`src/rtl/fetch_sequencer.sv`:
```
// Instruction fetch sequencer: PC, prefetch queue, start/redirect/halt FSM.
// Define FETCH_PERF_EN to add fetch/stall/flush performance counters.
module fetch_sequencer #(
  parameter logic [7:0] RESET_PC     = 8'h00,
  parameter int         DEPTH        = 2,
  parameter bit         HALT_ON_ZERO = 1'b1
) (
  input  logic        clk,
  input  logic        rst_n,
  input  logic        start,
  output logic [7:0]  imem_addr,
  input  logic [31:0] imem_data,
  input  logic        redirect_valid,
  input  logic [7:0]  redirect_pc,
  output logic        instr_valid,
  input  logic        instr_ready,
  output logic [31:0] instr,
  output logic [7:0]  instr_pc,
  output logic        halted,
  output logic        busy
`ifdef FETCH_PERF_EN
  ,
  output logic [15:0] perf_fetched,
  output logic [15:0] perf_stall,
  output logic [7:0]  perf_flush
`endif
);

  typedef enum logic [1:0] {
    IDLE,
    RUN,
    HALT
  } state_t;

  localparam logic [7:0] START_PC = {RESET_PC[7:2], 2'b00};
  localparam logic [1:0] LAST     = 2'(DEPTH - 1);
  localparam logic [2:0] FULL     = 3'(DEPTH);

  state_t      state, state_nx;
  logic [7:0]  pc, pc_nx;
  logic [31:0] q_data [4];
  logic [7:0]  q_pc   [4];
  logic [1:0]  head, tail;
  logic [2:0]  count;
  logic        push, pop, flush, room;

  function automatic logic [1:0] next_ptr(input logic [1:0] p);
    return (p == LAST) ? 2'd0 : p + 2'd1;
  endfunction

  assign pop  = instr_valid && instr_ready;
  assign room = (count < FULL) || pop;

  always_comb begin
    state_nx = state;
    pc_nx    = pc;
    push     = 1'b0;
    flush    = 1'b0;
    if (redirect_valid) begin
      state_nx = RUN;
      pc_nx    = {redirect_pc[7:2], 2'b00};
      flush    = 1'b1;
    end else if (start && state != RUN) begin
      state_nx = RUN;
      pc_nx    = START_PC;
    end else if (state == RUN && room) begin
      // A zero word stops fetch and is dropped; PC stays on it.
      if (HALT_ON_ZERO && imem_data == 32'h0) begin
        state_nx = HALT;
      end else begin
        push  = 1'b1;
        pc_nx = pc + 8'd4;
      end
    end
  end

  always_ff @(posedge clk or negedge rst_n) begin
    if (!rst_n) begin
      state <= IDLE;
      pc    <= START_PC;
      head  <= 2'd0;
      tail  <= 2'd0;
      count <= 3'd0;
    end else begin
      state <= state_nx;
      pc    <= pc_nx;
      if (flush) begin
        head  <= 2'd0;
        tail  <= 2'd0;
        count <= 3'd0;
      end else begin
        if (push) tail <= next_ptr(tail);
        if (pop)  head <= next_ptr(head);
        count <= count + {2'b00, push} - {2'b00, pop};
      end
    end
  end

  always_ff @(posedge clk) begin
    if (push) begin
      q_data[tail] <= imem_data;
      q_pc[tail]   <= pc;
    end
  end

  assign imem_addr   = pc;
  assign instr_valid = (count != 3'd0);
  assign instr       = instr_valid ? q_data[head] : 32'h0;
  assign instr_pc    = instr_valid ? q_pc[head] : 8'h00;
  assign halted      = (state == HALT);
  assign busy        = (state == RUN);

`ifdef FETCH_PERF_EN
  always_ff @(posedge clk or negedge rst_n) begin
    if (!rst_n) begin
      perf_fetched <= 16'h0;
      perf_stall   <= 16'h0;
      perf_flush   <= 8'h0;
    end else if (start) begin
      perf_fetched <= 16'h0;
      perf_stall   <= 16'h0;
      perf_flush   <= 8'h0;
    end else begin
      if (push && perf_fetched != 16'hFFFF)
        perf_fetched <= perf_fetched + 16'd1;
      if (busy && !push && perf_stall != 16'hFFFF)
        perf_stall <= perf_stall + 16'd1;
      if (redirect_valid && perf_flush != 8'hFF)
        perf_flush <= perf_flush + 8'd1;
    end
  end
`endif

endmodule

```
`config.mk`:
```
export PLATFORM = sky130hd
export DESIGN_NAME = fetch_sequencer
export DESIGN_NICKNAME = d
export VERILOG_FILES = /design/src/rtl/fetch_sequencer.sv
export SDC_FILE = /design/constraint.sdc
export NUM_CORES = 1
export LEC_CHECK = 0
export ABC_AREA = 1
export CAP_MARGIN = 20
export CELL_PAD_IN_SITES_DETAIL_PLACEMENT = 1
export CELL_PAD_IN_SITES_GLOBAL_PLACEMENT = 1
export CORE_ASPECT_RATIO = 0.7
export CORE_UTILIZATION = 39
export DETAILED_ROUTE_END_ITERATION = 7
export GPL_ROUTABILITY_DRIVEN = 0
export PLACE_DENSITY = 0.82
export SETUP_SLACK_MARGIN = 0.02
export SLEW_MARGIN = 20
export SYNTH_ARGS = -nofsm -noshare
export SYNTH_HDL_FRONTEND = slang
export SYNTH_SLANG_ARGS = --single-unit
```
`constraint.sdc`:
```
create_clock -name clk -period 3.3 [get_ports clk]
set_input_delay 0.825 -clock clk [delete_from_list [all_inputs] [get_ports clk]]
set_output_delay 0.825 -clock clk [all_outputs]
set_load 0.02 [all_outputs]
```
# ---- Word level (Yosys, flattened, before mapping)
# Memory sizes are Yosys's and may differ from the RTL's.
# Cells that the tools add are included.
dict set report word_totals {
  regBits 17
  latchBits 0
  ram_bits 160
  romBits 0
  input_bits 45
  n_memories 2
}
dict set report classes {
  n_addsub 5
  multipliers 0
  div 0
  n_lt_le_gt_ge 1
  eq_ne 6
  shift 0
  muxes 24
  bitwise_logic 0
  reduce_logical 12
}
# name depth word_bits rd rd_ports_with_merged_regs wr line_no
set memory_table {}
lappend memory_table {q_data 4 32 1 0 1 41} ;# logic [31:0] q_data [4];
lappend memory_table {q_pc 4 8 1 0 1 42} ;# logic [7:0] q_pc [4];
# op count
set op_table {}
lappend op_table {{$mux W8} 5}
lappend op_table {{$logic_not A32 Y1} 1}
lappend op_table {{$mux W32} 1}
lappend op_table {{$mux W2} 10}
lappend op_table {{$reduce_bool A3 Y1} 3}
lappend op_table {{$add A8 B3 Y8 const B} 1}
lappend op_table {{$mux W1} 7}
lappend op_table {{$eq A2 B1 Y1 const B} 3}
lappend op_table {{$add A2 B1 Y2 const B} 2}
lappend op_table {{$reduce_and A2 Y1} 2}
lappend op_table {{$reduce_bool A2 Y1} 2}
lappend op_table {{$add A3 B1 Y3} 1}
lappend op_table {{$logic_and A1 B1 Y1} 3}
lappend op_table {{$lt A3 B2 Y1 const B} 1}
lappend op_table {{$mux W3} 1}
lappend op_table {{$ne A3 B3 Y1 const B} 1}
lappend op_table {{$sub A3 B1 Y3} 1}
lappend op_table {{$eq A2 B2 Y1 const B} 1}
lappend op_table {{$ne A2 B1 Y1 const B} 1}
lappend op_table {{$logic_or A1 B1 Y1} 1}

# ---- Longest topological paths before layout
dict set report depth {
  depth_word 10
  mapped_depth 14
}

# ---- Least setup slack after synthesis
# No wires, ideal clock.
dict set report synth_timing {
  path_kind {in2reg}
  start {input redirect_valid}
  end {memory q_data[0][0], enable pin}
  setup_ps 433
  arrival_ps 2901
  setup_slack_ps -35
  stages 4
  path_buffers 1
  path_cell_list {buf_2 inv_1 nand3_1 nor2_1}
}
dict set report synth_between {
  elab_chain_cells 3
}
# element line_no
set synth_rtl {}
lappend synth_rtl {{start: declaration} 13} ;# input logic redirect_valid,
lappend synth_rtl {{$mux W1} 59} ;# if (redirect_valid) begin
lappend synth_rtl {{$mux W1} 100} ;# if (push) begin
lappend synth_rtl {{$mux W1 (implied by the code)} 101} ;# q_data[tail] <= imem_data;
lappend synth_rtl {{end: declaration} 41}
# No other way between the ends.

# ---- Worst setup path in the final report
dict set report layout_timing {
  start {register head[0]}
  end {output instr[2]}
}
dict set report layout_between {
  elab_chain_cells 2
}
# element line_no
set layout_rtl {}
lappend layout_rtl {{start: declaration} 43} ;# logic [1:0] head, tail;
lappend layout_rtl {{start signal: assignment} 93} ;# if (pop) head <= next_ptr(head);
lappend layout_rtl {{$mem_v2 Z4 W32} n/a}
lappend layout_rtl {{$mux W32} 108} ;# assign instr = instr_valid ? q_data[head] : 32'h0;
lappend layout_rtl {{end: declaration} 17} ;# output logic [31:0] instr,
# No other way between the ends.

==> key figures <==
Placement
  – Hpwl dp: 11970 µm
  – Placed Area: 8512 µm²
  – Port bufs: 89
  – Place WS: 0.0006333 ns

Floorplanning
  – Die H: 114.9 µm
  – Die width: 163.3 µm
  – IO Count: 96
  – Core area: 17470 µm²
  – # rows: 40
  – Die area: 18770 µm²
  – Initial core utilization: 0.4067

Pwr
  – Cell-internal power: 4.799 mW
  – Part of the power in registers: 0.376
  – Switching part of the total: 0.3594
  – Worst vdd ir: 0.3950 mV
  – P_sw: 2.692 mW
  – P_leak: 3.399 nW
  – Pwr/cell area: 821.8 nW/µm²
  – Clock group share of total power: 0.257
  – Comb pwr share: 0.367
  – Design Power: 7.491 mW

Timing
  – Final setup fails: 0
  – Slew @ Worst Pin: 0.7182 ns
  – Setup TNS: 0 ns
  – RSZ-0062 raised after global routing: false
  – Clock skew: 0.006511 ns
  – Fin crit period: 3.204 ns
  – Fin crit share: 0.9710
  – Relative slew margins: 0.5197
  – Final WS setup: 0.09576 ns
  – Max-slew violation count: 0
  – Fmax: 0.3121 GHz
  – Endpoints failing hold: 0

Worst setup path
  – Reg2reg path depth: 12
  – Worst path most repeated cell: nor2_1
  – Worst Setup End Kind: output port
  – Slowest-stage cell, CP: clkdlybuf4s50_1
  – FF-to-FF setup slack: 0.96 ns
  – Startpoint Class: flop
  – Critical Path AT: 2.38 ns
  – Crit path from: head[0]$_DFFE_PN0P_
  – Worst path top cell family by delay: buffers and inverters
  – Crit-path max cell delay: 0.66 ns
  – CP cell instances: buf_6, nor2_1, nor2_1, o21ai_0, a21oi_1, clkdlybuf4s50_1
  – Critical Path RT: 2.47 ns
  – CP bufs+invs: 2
  – Reg-to-Reg Start: count[1]$_DFF_PN0_
  – Crit path kind: flop to output port
  – Crit Reg-Reg Endpoint: count[2]$_DFF_PN0_
  – Worst Path Max Fanout: 34

Finish
  – Antenna diodes: 0
  – Final core occ: 0.5219
  – Multi-input gate area in the final layout: 1879 µm²
  – Fin nets: 815
  – Commonest cells after routing, fill and taps aside: nor2_1 (197), edfxtp_1 (152), clkdlybuf4s50_1 (85)
  – Layout area overhead: 28.32%
  – Commonest non-fill, non-tap cell in the layout: nor2_1
  – Filler cell count in the final layout: 1879
  – Final instance area: 9116 µm²
  – Layout cell share with drive strength beyond 1: 0.1195
  – FF+latch area: 4941 µm²

Worst hold path
  – WHS Endpoint: state[0]$_DFFE_PN0P_
  – Hold Crit Start: state[0]$_DFFE_PN0P_
  – WHS Path Cells: 2
  – Worst hold path type: flop to flop

Clock tree
  – Clock buffer depth: 2
  – CTS tree: built
  – Worst-path clk slew: 0.07 ns
  – # H-tree levels: 4
  – CTS Sinks: 167
  – CTS root buf: clkbuf_16
  – CTS Buf Count: 17
  – Clock latency on the worst-skew pair: 0.42 ns

Synth
  – Sequential fraction of the synthesis area: 0.6953
  – Avg Inst Size Synth: 11.05 µm²
  – Netlist cell types: 26
  – Post-Syn Instances: 643
  – Synth warnings: 0
  – Synth Cell Area: 7104 µm²
  – #FFs+latches synth: 167

Global route
  – Antenna violations before repair: 0
  – GRT Overall Usage: 0.2252
  – Total gr overflow: 0
  – Pin count of the biggest net entering global routing: 43
  – First-pass GRT wire length: 31060 µm
  – Vias in the first global route: 5706

Route
  – WL/cell: 19.86 µm
  – Total Wirelength: 20040 µm
  – DRC: 0
  – 1st-pass router iterations: 5
  – Post-DRT Antenna Nets: 0
  – Drt initial violations: 346
  – DR vias: 5248
  – Vias per cell: 5.201

Flow run
  – Max Cap Viol: 0

Outcome
  – Status: finished clean
## worst register-to-register path, cell delays in order (launching register included)
cell     delay [ns]
dfrtp_1        0.41
nor2_1         0.09
nand2_2        0.10
nand2_2        0.11
a21oi_4        0.27
nand3_1        0.15
ha_1           0.29
inv_1          0.06
ha_1           0.13
inv_1          0.05
fa_1           0.37
o21ai_0        0.16
a21oi_1        0.05
## layer usage
metal  wire length (µm)  vias to the layer above  global-route usage
li1                   -                     2435                   -
met1               8336                     2664              0.2744
met2              10750                      132              0.4116
met3                765                       17             0.03499
met4                189                        0             0.06916
met5                  0                        -                   0
## cells by family (layout without fill, tap and decap cells)
logic type	count (synthesis)	count (layout)	share of synthesized area
flops	167	167	0.6953
xor+xnor	1	1	0.001233
buf+inv	66	198	0.04491
simple gates	275	275	0.1525
compound gates	128	128	0.09563
fa+ha+maj	5	5	0.009863
other cells	1	4	0.0005278
## sequential cells by signal, indices dropped and copies added (netlist names)
signal	cells
tail	2
head	2
q_pc	24
count	3
imem_addr	6
q_data	128
state	2
## how the worst max path moves through the flow
stage | to | slack [ns] | cells after the start
after floorplan | q_data[0][0]$_DFFE_PP_ | -0.03 | 4
after global placement | count[2]$_DFF_PN0_ | 0.05 | 14
after detailed placement | count[2]$_DFF_PN0_ | 0.0006 | 14
after CTS | instr[31] | 0.03 | 5
after global routing | instr[31] | 0.03 | 6
final | instr[2] | 0.1 | 6
## through the flow
stage / hold WS, ns / std cells
after CTS: 0.5388 / 1009
final: 0.5308 / 1009
after detailed placement: 0.5223 / 977
after global placement: 0.5028 / 977
after floorplan: 0.4825 / 646
after global routing: 0.5725 / 1009
## power groups by stage
stage	Clock (mW)	Sequential, mW	Combinational [mW]
4_1_cts	1.96	2.82	2.77
2_1_floorplan	0	2.85	1.43
6_report	1.93	2.82	2.75
5_1_grt	2.02	2.84	2.95
3_5_place_dp	0	2.85	2.72
3_3_place_gp	0	2.82	2.62
## area by class of cell
| type | count | area share |
|---|---|---|
| tap | 231 | 0.03170 |
| timing repair buffer | 135 | 0.1442 |
| multi-input combinational | 413 | 0.2061 |
| clock buffer | 21 | 0.05408 |
| clock inverter | 11 | 0.009058 |
| inverter | 31 | 0.01276 |
| sequential | 167 | 0.5420 |
## synthesized netlist by cell type
cell      instances  area share
a21oi_4           2      0.0046
conb_1            1     0.00053
edfxtp_1        152        0.64
buf_6             3      0.0048
xnor2_1           1      0.0012
fa_1              1      0.0028
nand4_1           4      0.0035
o21ai_1          13      0.0092
dfrtp_1          15       0.053
inv_2             3      0.0016
nand3_2           1      0.0014
o21ai_4           1      0.0023
nand3_1          16       0.011
buf_2            14      0.0099
inv_1            28       0.015
clkbuf_1          9      0.0048
ha_1              4      0.0070
nand2_1          48       0.025
a21oi_1          41       0.029
o21ai_0          69       0.049
nand2_2           5      0.0044
and2_1            1     0.00088
clkbuf_2          1     0.00070
o21bai_1          2      0.0021
nor2_1          200        0.11
buf_4             8      0.0085
## repair_timing
item | 4_1_cts | 5_1_grt
gates cloned | 0 | 0
hold buffers | 0 | 0
setup buffers | 0 | 0
gates resized for setup | 2 | 8
setup endpoints to repair | 9 | 9
No activity file was read; power rests on OpenSTA's default activity.
